File: src/rtl/rr_switch_core.sv
// N-port valid/ready switch core: per-input FIFOs, table-driven destination lookup,
// per-output round-robin arbiters with registered outputs, and a windowed activity counter.
module rr_switch_core #(
  parameter int ROUTERID = -1,
  parameter int PORTS = 5,
  parameter int PORT_W = 3,
  parameter int ADDR_W = 4,
  parameter int PAYLOAD_W = 16,
  parameter int DEPTH = 4,
  parameter logic [(2**ADDR_W)*PORT_W-1:0] ROUTE_TABLE = '0,
  parameter int WINDOW_LOG2 = 10,
  parameter int CNT_W = 20,
  localparam int FLIT_W = ADDR_W + PAYLOAD_W
) (
  input  logic                     clk,
  input  logic                     reset,
  input  logic [PORTS-1:0]         in_valid,
  output logic [PORTS-1:0]         in_ready,
  input  logic [PORTS*FLIT_W-1:0]  in_flit,
  output logic [PORTS-1:0]         out_valid,
  input  logic [PORTS-1:0]         out_ready,
  output logic [PORTS*FLIT_W-1:0]  out_flit,
  output logic [PORTS-1:0]         drop,
  output logic [CNT_W-1:0]         flit_count,
  output logic                     count_valid
);

  localparam int AW = $clog2(DEPTH);
  localparam bit CFG_OK = (PORTS >= 2) && (PORTS <= 8) && ((1 << PORT_W) >= PORTS) &&
                          (DEPTH >= 2) && ((DEPTH & (DEPTH - 1)) == 0) && (ROUTERID >= -1);

  if (!CFG_OK) begin : g_cfg_err
    $error("rr_switch_core: illegal parameter set");
  end

  logic [FLIT_W-1:0]  mem [PORTS][DEPTH];
  logic [AW:0]        wr_ptr [PORTS];
  logic [AW:0]        rd_ptr [PORTS];
  logic [FLIT_W-1:0]  head [PORTS];
  logic [PORT_W-1:0]  route [PORTS];
  logic [PORT_W-1:0]  rr_ptr [PORTS];
  int                 winner [PORTS];
  logic [PORTS-1:0]   empty, full, legal, push, pop, grant;
  logic [WINDOW_LOG2-1:0] sampler;
  logic [CNT_W-1:0]   running, running_sat;
  logic [CNT_W:0]     running_sum;
  logic [3:0]         acc;

  // FIFO status, head lookup and illegal-route discard; in_ready never looks at a same-cycle pop
  always_comb begin
    for (int i = 0; i < PORTS; i++) begin
      empty[i]    = (wr_ptr[i] == rd_ptr[i]);
      full[i]     = (wr_ptr[i][AW] != rd_ptr[i][AW]) &&
                    (wr_ptr[i][AW-1:0] == rd_ptr[i][AW-1:0]);
      head[i]     = mem[i][rd_ptr[i][AW-1:0]];
      route[i]    = ROUTE_TABLE[int'(head[i][FLIT_W-1 -: ADDR_W]) * PORT_W +: PORT_W];
      legal[i]    = int'(route[i]) < PORTS;
      in_ready[i] = !full[i] && !reset;
      push[i]     = in_valid[i] && in_ready[i];
      drop[i]     = !empty[i] && !legal[i];
    end
  end

  // Per-output round-robin search starting at rr_ptr; each head targets one output only
  always_comb begin
    int idx;
    idx   = 0;
    grant = '0;
    pop   = drop;
    for (int o = 0; o < PORTS; o++) begin
      winner[o] = 0;
      if (!out_valid[o] || out_ready[o]) begin
        for (int k = 0; k < PORTS; k++) begin
          idx = (int'(rr_ptr[o]) + k) % PORTS;
          if (!grant[o] && !empty[idx] && legal[idx] && (int'(route[idx]) == o)) begin
            grant[o]  = 1'b1;
            winner[o] = idx;
            pop[idx]  = 1'b1;
          end
        end
      end
    end
  end

  always_ff @(posedge clk or posedge reset) begin
    if (reset) begin
      for (int i = 0; i < PORTS; i++) begin
        wr_ptr[i] <= '0;
        rd_ptr[i] <= '0;
      end
    end else begin
      for (int i = 0; i < PORTS; i++) begin
        if (push[i]) wr_ptr[i] <= wr_ptr[i] + 1'b1;
        if (pop[i])  rd_ptr[i] <= rd_ptr[i] + 1'b1;
      end
    end
  end

  always_ff @(posedge clk) begin
    for (int i = 0; i < PORTS; i++) begin
      if (push[i]) mem[i][wr_ptr[i][AW-1:0]] <= in_flit[i*FLIT_W +: FLIT_W];
    end
  end

  // Output registers: a grant reloads the register, otherwise a consumed flit empties it
  always_ff @(posedge clk or posedge reset) begin
    if (reset) begin
      out_valid <= '0;
      out_flit  <= '0;
      for (int o = 0; o < PORTS; o++) rr_ptr[o] <= '0;
    end else begin
      for (int o = 0; o < PORTS; o++) begin
        if (grant[o]) begin
          out_valid[o]                    <= 1'b1;
          out_flit[o*FLIT_W +: FLIT_W]    <= head[winner[o]];
          rr_ptr[o]                       <= PORT_W'((winner[o] + 1) % PORTS);
        end else if (out_ready[o]) begin
          out_valid[o] <= 1'b0;
        end
      end
    end
  end

  always_comb begin
    acc = '0;
    for (int i = 0; i < PORTS; i++) acc = acc + 4'(push[i]);
    running_sum = {1'b0, running} + (CNT_W+1)'(acc);
    running_sat = running_sum[CNT_W] ? '1 : running_sum[CNT_W-1:0];
  end

  // The last cycle of each window is folded into the published total
  always_ff @(posedge clk or posedge reset) begin
    if (reset) begin
      sampler     <= '0;
      running     <= '0;
      flit_count  <= '0;
      count_valid <= 1'b0;
    end else if (sampler == '1) begin
      flit_count  <= running_sat;
      running     <= '0;
      count_valid <= 1'b1;
      sampler     <= '0;
    end else begin
      running     <= running_sat;
      count_valid <= 1'b0;
      sampler     <= sampler + 1'b1;
    end
  end

endmodule
File: config.mk
export PLATFORM = sky130hd
export DESIGN_NAME = rr_switch_core
export DESIGN_NICKNAME = d
export VERILOG_FILES = /design/src/rtl/rr_switch_core.sv
export SDC_FILE = /design/constraint.sdc
export NUM_CORES = 1
export LEC_CHECK = 0
export BUFFER_PORTS_ARGS = -buffer_cell sky130_fd_sc_hd__buf_2
export CORE_ASPECT_RATIO = 1.75
export CORE_MARGIN = 10
export CORE_UTILIZATION = 54
export DETAILED_ROUTE_END_ITERATION = 8
export GPL_TIMING_DRIVEN = 0
export PLACE_DENSITY = 0.74
export SKIP_LAST_GASP = 1
export SYNTH_ARGS = -nofsm -noshare
export SYNTH_HDL_FRONTEND = slang
export SYNTH_SLANG_ARGS = --single-unit
export TNS_END_PERCENT = 50
File: constraint.sdc
create_clock -name clk -period 12.65 [get_ports clk]
set_clock_uncertainty 0.1 [all_clocks]
set_input_delay 1.8975 -clock clk [delete_from_list [all_inputs] [get_ports clk]]
set_output_delay 1.8975 -clock clk [all_outputs]
set_load 0.01 [all_outputs]
==> impl_metrics.yaml <==
cts:
  clockRootBuffer: "clkbuf_16"
  numCtsBuffers: 42
  cts_buffer_depth: 3
  clk_latency_ps: 580
  htree_levels: 2
  cts.sinks: 505
  clkTransAtPathRegs_ps: 70
  tritoncts: "built"
  cts_hold_buf: 0
route:
  wire_per_inst_um: 25.8
  via_per_inst: 6.20
  drcViolationCount: 0
  dr_total_vias: 17862
  first_iter_violations: 1304
  firstDrtPassIters: 7
  final_antenna_net_count: 0
  finalWirelength_um: 74300
timing:
  slew-limit-headroom_pct: 22.1
  finalCritPeriodShare_pct: 96.9
  max_freq_mhz: 81.6
  slew_viol_final: 0
  fin_crit_ps: 12260
  tightest_slew_ps: 1170
  hold_slack_ps: 375
  setup_violations: 0
  hold_viol: 0
yosys:
  netlist_instances: 1945
  ys_ff_latch: 505
  netlist_top_cells_area: "edfxtp_1, dfrtp_1, mux4_2"
  synth_top_area_cell: "edfxtp_1"
  synth-async-reset-ratio_pct: 20.8
  syn_avg_cell_area_um2: 13.3
  synth_edf_count: 400
  synth_top_area_share_pct: 46.6
  syn_area_um2: 25800
  yosysUniqueCellTypes: 112
  synth-seq-area-share_pct: 56.7
  yosysWarnings: 0
  yosys_most_used_dff: "edfxtp_1"
worst_setup_path:
  start_kind: "flop"
  cp.required_ps: 13020
  crit_slowest_cell: "or4_1"
  path_class: "flop to flop"
  crit_arrival_ps: 12630
  cp_slowest_stage_delay_ps: 530
  path_common_cell: "inv_1"
  critPathMaxFanout: 13
  cp-end-kind: "flop"
placed_design:
  dp_hpwl_um: 56100
  gp_congestion: 0.986
  port-buffer-count: 154
die:
  io_pins: 248
  rows: 105
  start_util_pct: 54.9
  die_h_um: 309
  die_w_um: 185
  placeableCoreArea_um2: 47000
  dieArea_um2: 57300
final_layout:
  nFillCells: 3523
  areaGrowthSynthToFinish_pct: 15.3
  final_cell_mix: "edfxtp_1, buf_2, nor2_1"
  drive_above_1_share_pct: 25.1
  nets: 2440
  layout_commonest_cell: "edfxtp_1"
run:
  max_cap_violations: 0
grt:
  grt_pass1_vias: 18313
  antenna_found_initial: 14
  grt_max_degree: 67
  gr-total-overflow: 0
  grt_use_total_pct: 25.6
  grt_pass1_wl_um: 111000
hold_path:
  hold_path_class: "flop to flop"
run_status:
  status: "complete, no violations"
-- stage by stage --
| step | setup WS (ps) | instance area, um^2 | setup TNS [ps] | util, % | instances |
|---|---|---|---|---|---|
| 4_1_cts | 31.2 | 29400 | 0 | 62.6 | 2863 |
| 5_1_grt | -34.2 | 29800 | -36.7 | 63.3 | 2882 |
| 3_5_place_dp | -3320 | 27700 | -9420 | 58.8 | 2777 |
| 3_3_place_gp | -3000 | 27600 | -8490 | 58.8 | 2775 |
| 6_report | 388 | 29800 | 0 | 63.3 | 2882 |
| 2_1_floorplan | 374 | 26100 | 0 | - | 2033 |
-- cell families after synthesis --
group	share of synthesized area, %
flip-flops	56.7
AND/OR/NAND/NOR	9.79
AO/OA/AOI/OAI	11.6
buffers and inverters	4.70
multiplexers	10.4
XOR/XNOR	3.31
adder cells (fa/ha/maj)	3.38
other	0.0145
-- synthesized netlist by cell type, types with 9 or more instances --
| cell | number |
|---|---|
| edfxtp_1 | 400 |
| nor2_1 | 129 |
| nand2_1 | 106 |
| dfrtp_1 | 105 |
| mux4_2 | 100 |
| a21oi_1 | 95 |
| buf_4 | 91 |
| ha_1 | 65 |
| clkbuf_1 | 57 |
| o21ai_0 | 57 |
| a211oi_1 | 53 |
| xnor2_1 | 53 |
| inv_1 | 51 |
| nand3_1 | 43 |
| and3_1 | 39 |
| xor2_1 | 39 |
| and2_1 | 36 |
| nor3_1 | 29 |
| mux2i_1 | 28 |
| nand4_1 | 19 |
| a31oi_1 | 18 |
| or3_1 | 16 |
| a211o_1 | 15 |
| a21o_1 | 13 |
| o211ai_1 | 13 |
| buf_2 | 12 |
| mux2_2 | 11 |
| nand2b_1 | 10 |
| nor4_1 | 9 |
| o21a_1 | 9 |
| o21ai_1 | 9 |
| o22ai_1 | 9 |
-- worst paths after layout --
check / slack (ps) / depth (start not counted) / endpoint / startpoint
setup / recovery: 390 / 56 / rr_ptr[14] / rr_ptr[12]
hold / removal: 380 / 1 / sampler[8] / sampler[8]
setup reg to reg: 390 / 56 / rr_ptr[14] / rr_ptr[12]
hold reg to reg: 380 / 1 / sampler[8] / sampler[8]
max in group asynchronous: 10240 / 3 / running[12] / reset
min in group asynchronous: 1480 / 2 / wr_ptr[0] / reset
-- flip-flops by register name (all words and copies together), names as in the netlist --
name and flops:
count_valid 1, flit_count 20, mem 400, out_flit 20, out_valid 1, rd_ptr 15
rr_ptr 3, running 20, sampler 10, wr_ptr 15
-- routing by layer --
metal / vias to the layer above / global-route usage [%] / wire length [um]
li1: 7984 / - / -
met1: 8916 / 26.0 / 24600
met2: 716 / 48.0 / 40900
met3: 230 / 3.60 / 3670
met4: 16 / 15.0 / 4980
met5: - / 0 / 111
-- worst max-delay path: cells and delay by family, from the launching register on --
kind,cells,cell delay (ps)
fa+ha+maj,8,1890
compound gates,20,3880
simple gates,14,3590
flops,1,460
xor+xnor,3,530
buf+inv,11,1660
-- timing repair --
item                                    4_1_cts  5_1_grt
endpoints found under the setup margin        3        3
cloned                                        0        1
gates resized for setup                      67       42
pin swaps                                    11       22
setup buffers                                12       16
-- layout make-up --
type                            count  area (um^2)  share of cell area, %
Clock buffer                       50         1080                   3.63
Antenna cell                        3         7.51                 0.0252
Timing Repair Buffer              184         1020                   3.41
Sequential cell                   505        14600                   49.2
Multi-Input combinational cell   1305        10800                   36.2
Tap cell                          588          736                   2.47
Clock inverter                     25          255                  0.858
Buffer                            166         1030                   3.48
Inverter                           56          220                  0.740
Power is not shown: default switching activity piles up to over one toggle a cycle in this logic, so the estimate is an artifact.
